===== src/rtl/imem_loader_pkg.sv =====
// -----------------------------------------------------------------------------
// imem_loader_pkg
// Shared types and helpers for the boot-time instruction memory loader.
//   loader_state_t : loader FSM states
//   WORD_BYTES     : bytes per memory word
//   HDR_BYTES      : bytes in the little-endian word-count header
//   len_exceeds()  : word-count bound check against the writable region
// -----------------------------------------------------------------------------
package imem_loader_pkg;

    typedef enum logic [2:0] {
        ST_IDLE   = 3'd0,
        ST_HEADER = 3'd1,
        ST_LOAD   = 3'd2,
        ST_CHECK  = 3'd3,
        ST_DONE   = 3'd4,
        ST_ERROR  = 3'd5
    } loader_state_t;

    localparam int WORD_BYTES = 4;
    localparam int HDR_BYTES  = 4;

    // True when n_words words do not fit in mem_bytes bytes. The product is
    // formed wide enough that a huge header value cannot wrap to a small one.
    function automatic logic len_exceeds(input logic [31:0] n_words,
                                         input logic [31:0] mem_bytes);
        logic [33:0] n_bytes_s;
        n_bytes_s = 34'(n_words) * 34'(WORD_BYTES);
        return (n_bytes_s > {2'b00, mem_bytes});
    endfunction

endpackage


===== src/rtl/imem_loader_word_assembler.sv =====
// -----------------------------------------------------------------------------
// imem_loader_word_assembler
// Packs a byte stream into little-endian 32-bit words.
//   clk, rst_n  : clock, asynchronous active-low reset
//   srst        : synchronous clear of the lane index and partial word
//   byte_take   : a byte is transferred this cycle
//   payload     : the transferred byte belongs to the image payload
//   byte_in     : stream byte
//   byte_idx    : lane the next byte lands in (wraps 3 -> 0)
//   word_last   : current transfer completes a word (lane 3)
//   word_full   : combinational word including the current byte (valid with word_last)
//   word_ready  : registered one-cycle pulse after a payload word completes
//   word_data   : registered payload word presented with word_ready
// -----------------------------------------------------------------------------
module imem_loader_word_assembler
    import imem_loader_pkg::*;
(
    input  logic        clk,
    input  logic        rst_n,
    input  logic        srst,
    input  logic        byte_take,
    input  logic        payload,
    input  logic [7:0]  byte_in,
    output logic [1:0]  byte_idx,
    output logic        word_last,
    output logic [31:0] word_full,
    output logic        word_ready,
    output logic [31:0] word_data
);

    logic [1:0]  byte_idx_r;
    logic [23:0] lane_r;
    logic        word_ready_r;
    logic [31:0] word_data_r;
    logic        word_last_s;

    assign word_last_s = (byte_idx_r == 2'(WORD_BYTES - 1));
    // Lane 3 never touches lane_r; it is taken straight from the input.
    assign word_full   = {byte_in, lane_r};
    assign word_last   = word_last_s;
    assign byte_idx    = byte_idx_r;
    assign word_ready  = word_ready_r;
    assign word_data   = word_data_r;

    // Lane index, partial word and the registered completed-word pulse.
    always_ff @(posedge clk or negedge rst_n) begin
        if (!rst_n) begin
            byte_idx_r   <= 2'd0;
            lane_r       <= 24'd0;
            word_ready_r <= 1'b0;
            word_data_r  <= 32'd0;
        end else if (srst) begin
            byte_idx_r   <= 2'd0;
            lane_r       <= 24'd0;
            word_ready_r <= 1'b0;
        end else begin
            word_ready_r <= byte_take && payload && word_last_s;
            if (byte_take) begin
                byte_idx_r <= byte_idx_r + 2'd1;
                case (byte_idx_r)
                    2'd0:    lane_r[7:0]   <= byte_in;
                    2'd1:    lane_r[15:8]  <= byte_in;
                    2'd2:    lane_r[23:16] <= byte_in;
                    default: lane_r        <= lane_r;
                endcase
                if (payload && word_last_s) begin
                    word_data_r <= {byte_in, lane_r};
                end
            end
        end
    end

endmodule


===== src/rtl/imem_loader.sv =====
// -----------------------------------------------------------------------------
// imem_loader
// Boot-time writer for the instruction memory region. Receives a 4-byte
// little-endian word count N followed by N little-endian words over a
// valid/ready byte stream, writes them from BASE_ADDR upward and holds the CPU
// in reset until the whole image is in place.
// Optional build macro IMEM_LOADER_CHECKSUM_EN: a trailing byte equal to the XOR
// of all header and payload bytes must follow the image.
//   clk, rst_n        : clock, asynchronous active-low reset
//   start             : begins a load from IDLE, DONE or ERROR
//   rx_data/valid     : stream byte and its valid
//   rx_ready          : loader accepts a byte this cycle
//   mem_we/addr/wdata : one-cycle word write
//   cpu_hold          : CPU reset hold
//   busy, done, err   : status; done/err sticky until next start
// -----------------------------------------------------------------------------
module imem_loader
    import imem_loader_pkg::*;
#(
    parameter logic [31:0] BASE_ADDR     = 32'hBFC00000,
    parameter int          MEM_BYTES     = 4096,
    parameter int          ADDRESS_WIDTH = 32,
    parameter int          DATA_WIDTH    = 8
) (
    input  logic                     clk,
    input  logic                     rst_n,
    input  logic                     start,
    input  logic [DATA_WIDTH-1:0]    rx_data,
    input  logic                     rx_valid,
    output logic                     rx_ready,
    output logic                     mem_we,
    output logic [ADDRESS_WIDTH-1:0] mem_addr,
    output logic [31:0]              mem_wdata,
    output logic                     cpu_hold,
    output logic                     busy,
    output logic                     done,
    output logic                     err
);

    localparam logic [31:0] MAX_WORDS = 32'(MEM_BYTES / WORD_BYTES);

`ifdef IMEM_LOADER_CHECKSUM_EN
    localparam loader_state_t ST_END = ST_CHECK;
`else
    localparam loader_state_t ST_END = ST_DONE;
`endif

    loader_state_t state_r;
    loader_state_t state_next_s;

    logic        rx_ready_r, busy_r, done_r, err_r, cpu_hold_r;
    logic        rx_ready_s, busy_s, done_s, err_s, cpu_hold_s;
    logic [ADDRESS_WIDTH-1:0] mem_addr_r;
    logic [31:0] word_idx_r;
    logic [31:0] len_r;

    logic        take_s;
    logic        start_go_s;
    logic        payload_s;
    logic        hdr_done_s;
    logic        write_s;
    logic [1:0]  byte_idx_s;
    logic        word_last_s;
    logic [31:0] word_full_s;
    logic        word_ready_s;
    logic [31:0] word_data_s;

    // rx_ready_r always mirrors the current state, so it qualifies the handshake.
    assign take_s     = rx_valid && rx_ready_r;
    assign start_go_s = start && ((state_r == ST_IDLE) || (state_r == ST_DONE) ||
                                  (state_r == ST_ERROR));
    // Out-of-range words are never flagged as payload, so no write can escape the region.
    assign payload_s  = (state_r == ST_LOAD) && (word_idx_r < MAX_WORDS);
    assign hdr_done_s = (state_r == ST_HEADER) && take_s &&
                        (byte_idx_s == 2'(HDR_BYTES - 1));
    assign write_s    = payload_s && take_s && word_last_s;

    imem_loader_word_assembler u_asm (
        .clk        (clk),
        .rst_n      (rst_n),
        .srst       (start_go_s),
        .byte_take  (take_s),
        .payload    (payload_s),
        .byte_in    (rx_data[7:0]),
        .byte_idx   (byte_idx_s),
        .word_last  (word_last_s),
        .word_full  (word_full_s),
        .word_ready (word_ready_s),
        .word_data  (word_data_s)
    );

`ifdef IMEM_LOADER_CHECKSUM_EN
    logic [7:0] xor_r;

    // Running XOR of every header and payload byte.
    always_ff @(posedge clk or negedge rst_n) begin
        if (!rst_n) begin
            xor_r <= 8'd0;
        end else if (start_go_s) begin
            xor_r <= 8'd0;
        end else if (take_s && ((state_r == ST_HEADER) || (state_r == ST_LOAD))) begin
            xor_r <= xor_r ^ rx_data[7:0];
        end else begin
            xor_r <= xor_r;
        end
    end
`endif

    // FSM state register.
    always_ff @(posedge clk or negedge rst_n) begin
        if (!rst_n) begin
            state_r <= ST_IDLE;
        end else begin
            state_r <= state_next_s;
        end
    end

    // FSM next-state logic.
    always_comb begin
        state_next_s = state_r;
        case (state_r)
            ST_IDLE: begin
                if (start) begin
                    state_next_s = ST_HEADER;
                end else begin
                    state_next_s = ST_IDLE;
                end
            end
            ST_HEADER: begin
                if (hdr_done_s) begin
                    if (word_full_s == 32'd0) begin
                        state_next_s = ST_END;
                    end else if (len_exceeds(word_full_s, 32'(MEM_BYTES))) begin
                        state_next_s = ST_ERROR;
                    end else begin
                        state_next_s = ST_LOAD;
                    end
                end else begin
                    state_next_s = ST_HEADER;
                end
            end
            ST_LOAD: begin
                if (!payload_s) begin
                    state_next_s = ST_ERROR;
                end else if (write_s && (word_idx_r == (len_r - 32'd1))) begin
                    state_next_s = ST_END;
                end else begin
                    state_next_s = ST_LOAD;
                end
            end
            ST_CHECK: begin
`ifdef IMEM_LOADER_CHECKSUM_EN
                if (take_s) begin
                    if (rx_data[7:0] == xor_r) begin
                        state_next_s = ST_DONE;
                    end else begin
                        state_next_s = ST_ERROR;
                    end
                end else begin
                    state_next_s = ST_CHECK;
                end
`else
                state_next_s = ST_ERROR;
`endif
            end
            ST_DONE, ST_ERROR: begin
                if (start) begin
                    state_next_s = ST_HEADER;
                end else begin
                    state_next_s = state_r;
                end
            end
            default: state_next_s = ST_IDLE;
        endcase
    end

    // Moore outputs decoded from the next state so the registered copies line up with state_r.
    always_comb begin
        rx_ready_s = 1'b0;
        busy_s     = 1'b0;
        done_s     = 1'b0;
        err_s      = 1'b0;
        cpu_hold_s = 1'b1;
        case (state_next_s)
            ST_HEADER, ST_LOAD, ST_CHECK: begin
                rx_ready_s = 1'b1;
                busy_s     = 1'b1;
            end
            ST_DONE: begin
                done_s     = 1'b1;
                cpu_hold_s = 1'b0;
            end
            ST_ERROR: begin
                err_s      = 1'b1;
            end
            default: begin
                cpu_hold_s = 1'b1;
            end
        endcase
    end

    // Registered status outputs.
    always_ff @(posedge clk or negedge rst_n) begin
        if (!rst_n) begin
            rx_ready_r <= 1'b0;
            busy_r     <= 1'b0;
            done_r     <= 1'b0;
            err_r      <= 1'b0;
            cpu_hold_r <= 1'b1;
        end else begin
            rx_ready_r <= rx_ready_s;
            busy_r     <= busy_s;
            done_r     <= done_s;
            err_r      <= err_s;
            cpu_hold_r <= cpu_hold_s;
        end
    end

    // Word count, word index and write address.
    always_ff @(posedge clk or negedge rst_n) begin
        if (!rst_n) begin
            word_idx_r <= 32'd0;
            len_r      <= 32'd0;
            mem_addr_r <= ADDRESS_WIDTH'(BASE_ADDR);
        end else if (start_go_s) begin
            word_idx_r <= 32'd0;
            len_r      <= 32'd0;
        end else begin
            if (hdr_done_s) begin
                len_r <= word_full_s;
            end else begin
                len_r <= len_r;
            end
            if (write_s) begin
                word_idx_r <= word_idx_r + 32'd1;
                mem_addr_r <= ADDRESS_WIDTH'(BASE_ADDR) +
                              ADDRESS_WIDTH'({word_idx_r[29:0], 2'b00});
            end else begin
                word_idx_r <= word_idx_r;
            end
        end
    end

    assign rx_ready  = rx_ready_r;
    assign busy      = busy_r;
    assign done      = done_r;
    assign err       = err_r;
    assign cpu_hold  = cpu_hold_r;
    assign mem_we    = word_ready_s;
    assign mem_addr  = mem_addr_r;
    assign mem_wdata = word_data_s;

endmodule


===== config.mk =====
export PLATFORM = sky130hd
export DESIGN_NAME = imem_loader
export DESIGN_NICKNAME = d
export VERILOG_FILES = /design/src/rtl/imem_loader_pkg.sv /design/src/rtl/imem_loader_word_assembler.sv /design/src/rtl/imem_loader.sv
export SDC_FILE = /design/constraint.sdc
export NUM_CORES = 1
export LEC_CHECK = 0
export ABC_CLOCK_PERIOD_IN_PS = 6700
export CAP_MARGIN = 15
export CORE_AREA = 3 3 118 120
export CTS_CLUSTER_DIAMETER = 40
export DETAILED_ROUTE_END_ITERATION = 7
export DIE_AREA = 0 0 121 123
export GPL_ROUTABILITY_DRIVEN = 0
export HOLD_SLACK_MARGIN = 0.12
export PLACE_DENSITY = 0.8
export REMOVE_ABC_BUFFERS = 1
export SYNTH_ARGS = -nofsm -noshare
export SYNTH_HDL_FRONTEND = slang
export SYNTH_SLANG_ARGS = --single-unit

===== constraint.sdc =====
create_clock -name clk -period 6.7 [get_ports clk]
set_input_delay 0.67 -clock clk [delete_from_list [all_inputs] [get_ports clk]]
set_output_delay 0.67 -clock clk [all_outputs]
set_load 0.005 [all_outputs]

==> impl_metrics.tcl <==
set metrics [dict create \
    syn_avg_cell_area_um2 8.88 \
    cp_num_buf_inv 0 \
    critical-path-max-stage-delay_ps 510 \
    cts_tree "yes" \
    wire_per_inst_um 16.8 \
    wl_um 18800 \
    skew_ps 8.66 \
    netlist.area_leader.share 0.481 \
    syn_area_um2 7800 \
    critical_path_peak_fanout 5 \
    h-tree-depth 4 \
    p_sw_frac 0.371 \
    cts-root-buf "clkbuf_16" \
    finalPower_mw 3.58 \
    drt_iter0_drc 583 \
    cp-end-kind "flop" \
    fin_cells 1123 \
    comb_power_share 0.345 \
    fp.dieH_um 123 \
    clk_pin_slew_ps 60 \
    required_ps 7050 \
    ys.flop_type "dfrtp_1" \
    timing.fmax_ghz 0.311 \
    numCtsBuffers 17 \
    p_clk_frac 0.280 \
    fin_area_um2 9300 \
    crit_end "cpu_hold$_DFF_PN1_" \
    crit_path_top_delay_cell "or4_1" \
    portBuffers 79 \
    clkSinkCount 160 \
    grt_max_degree 86 \
    yosysTopAreaCell "dfrtp_1" \
    final_nets 955 \
    drtPass1Iterations 5 \
    vias 6519 \
    viasPerCell 5.80 \
    switchingPower_mw 1.33 \
    synth_cell_types 57 \
    startpoint "len_r[20]$_DFFE_PN0P_" \
    synth_area_leaders "dfrtp_1 (48%), nand2_1 (13%), nand3_1 (4.0%)" \
    ys_seq_area_frac 0.515 \
    status "finished, final reports clean" \
    grt_pass1_vias 6257 \
    rows 42 \
    start_kind "flop" \
    antenna_found_initial 0 \
    overflow 0 \
    dieArea_um2 14900 \
    ioPinCount 82 \
    relSlewSlack 0.382 \
    worstMarginPinSlew_ps 928 \
    die_w_um 121 \
    drive_gt1_frac 0.0655 \
    ys_ff_latch 160 \
    finalHoldViolations 0 \
    setup_viol 0 \
    drc 0 \
    async_reset_ff_frac 1.00 \
    fin_util 0.711 \
    diodes 0 \
    yosys_warnings 0 \
    syn-instance-count 879 \
    rr_worst_depth 7 \
    power.share.sequential 0.375 \
    cpLargestDelayFamily "simple AND/OR/NAND/NOR gates" \
    grtUsageTotal 0.268 \
    core_area_um2 13100 \
    rrSetupSlack_ps 3480 \
    fin_tns_setup_ps 0 \
    cap_violations 0 \
    hpwl_um 12900 \
    cts.path.max_buffers 2 \
    place_area_um2 8680 \
    cts_resized 0 \
    crit_chain "nor4_4 > nand3_1 > or4_1 > a2111o_1 > a211o_1 > o41a_1 > or3_1" \
    hold_buffers 0 \
    hold_class "in -> async" \
    drtAntennaViolNets 0 \
    setup.worst_path.class "reg -> reg" \
    path_depth 7 \
    max-vdd-ir-drop_mv 0.237 \
    post_cts_buffers 0 \
    rsz0062_at_grt "false" \
    initial_core_util 0.596 \
    dp.cells 1091 \
    finalCritPeriodShare 0.480 \
    intPower_mw 2.25 \
    area_delta_synth_final_pct 19.2 \
    cp_data_arrival_time_ps 3560 \
    synth-edff-count 0 \
    drv_slew 0 \
    clkLatencyLatePin_ps 430 \
    reg2reg_from "len_r[20]$_DFFE_PN0P_" \
    r2r_end "cpu_hold$_DFF_PN1_" \
    p_leak_nw 4.37 \
    grt_first_pass_wirelength_um 31500 \
    power.density_nw_per_um2 385 \
    fin_crit_ps 3220 \
]
## power by group through the flow
stage	logic [mW]	registers [mW]	clock network (mW)
2_1_floorplan	0.922	1.29	0
3_3_place_gp	1.19	1.35	0
3_5_place_dp	1.22	1.35	0
4_1_cts	1.23	1.34	1.02
5_1_grt	1.37	1.37	1.06
6_report	1.24	1.34	1.00
## per-stage QoR
stage / setup WS [ps] / hold slack (ps)
finish: 3480 / 280
floorplan: 2370 / 374
global route: 3230 / 350
global placement: 3350 / 449
detailed placement: 3290 / 455
CTS: 3500 / 315
## cells in the mapped netlist, drive strengths merged, types with 11 or more instances
| library cell | n |
|---|---|
| buf | 12 |
| nor4 | 15 |
| nor3 | 17 |
| nand2 | 265 |
| and2 | 14 |
| dfrtp | 150 |
| xor2 | 23 |
| clkbuf | 39 |
| nand4 | 14 |
| and3 | 13 |
| nand3 | 62 |
| o21ai | 15 |
| nor2 | 44 |
| inv | 11 |
| xnor2 | 34 |
| a21oi | 44 |
## cells by family (layout without fill, tap and decap cells)
logic type / Yosys count / count (layout) / share of synthesized area
adder cells (fa/ha/maj): 9 / 9 / 0.0144
other: 1 / 2 / 0.000481
XOR/XNOR: 57 / 57 / 0.0640
AO/OA/AOI/OAI: 93 / 93 / 0.0731
buffers and inverters: 62 / 129 / 0.0316
AND/OR/NAND/NOR: 495 / 495 / 0.299
flip-flops: 160 / 160 / 0.515
multiplexers: 2 / 2 / 0.00257
## final cells by class
| class | instances | area (um2) |
|---|---|---|
| Sequential cell | 160 | 4020 |
| Inverter | 11 | 41.3 |
| Tap cell | 176 | 220 |
| Clock inverter | 8 | 128 |
| Multi-Input combinational cell | 658 | 3560 |
| Timing Repair Buffer | 86 | 845 |
| Fill cell | 1030 | 3790 |
| Clock buffer | 24 | 492 |
## layout by cell type, fill, tap and decap left out, types with 3 or more instances in the layout
master and n:
o211ai_1 4, nor4b_1 6, and4b_1 3, or3_1 7
clkbuf_16 17, nor3_1 17, nand3_1 61, inv_1 11
buf_4 7, xnor2_1 34, nand2_1 265, clkbuf_1 3
clkbuf_8 4, nor4_1 12, nor2b_1 5, dfstp_2 10
a21oi_1 44, ha_1 9, and2_1 12, bufinv_16 3
o21a_1 3, nand2b_1 10, nor2_1 43, or4_1 5
o21ai_0 15, a31oi_1 6, and3_1 12, nand4_1 14
xor2_1 23, o31ai_1 7, clkdlybuf4s50_1 78, dfrtp_1 150
## sequential cells by signal (all words and copies together) (netlist names)
signal / flops
u_asm.word_data: 32
busy: 1
u_asm.byte_idx: 2
u_asm.word_ready: 1
mem_addr: 30
cpu_hold: 1
state_r: 3
err: 1
u_asm.lane_r: 24
done: 1
word_idx_r: 32
len_r: 32
## worst min-delay path by stage
stage	depth (start not counted)	startpoint	slack (ps)	to
floorplan	0	rst_n	370	busy$_DFF_PN0_
global placement	2	mem_addr[6]$_DFFE_PN0P_	450	mem_addr[6]$_DFFE_PN0P_
detailed placement	2	u_asm.word_data[8]$_DFFE_PN0P_	450	u_asm.word_data[8]$_DFFE_PN0P_
CTS	1	rst_n	310	word_idx_r[22]$_DFFE_PN0P_
global route	1	rst_n	350	word_idx_r[1]$_DFFE_PN0P_
finish	1	rst_n	280	word_idx_r[1]$_DFFE_PN0P_
## layer usage
layer	vias up	track usage	share of wire
met5	-	0	0
met3	41	0.0586	0.062
met2	256	0.428	0.48
met4	0	0.111	0.029
li1	3073	-	-
met1	3149	0.359	0.43
Note: power is estimated with default switching activity, not from simulation.
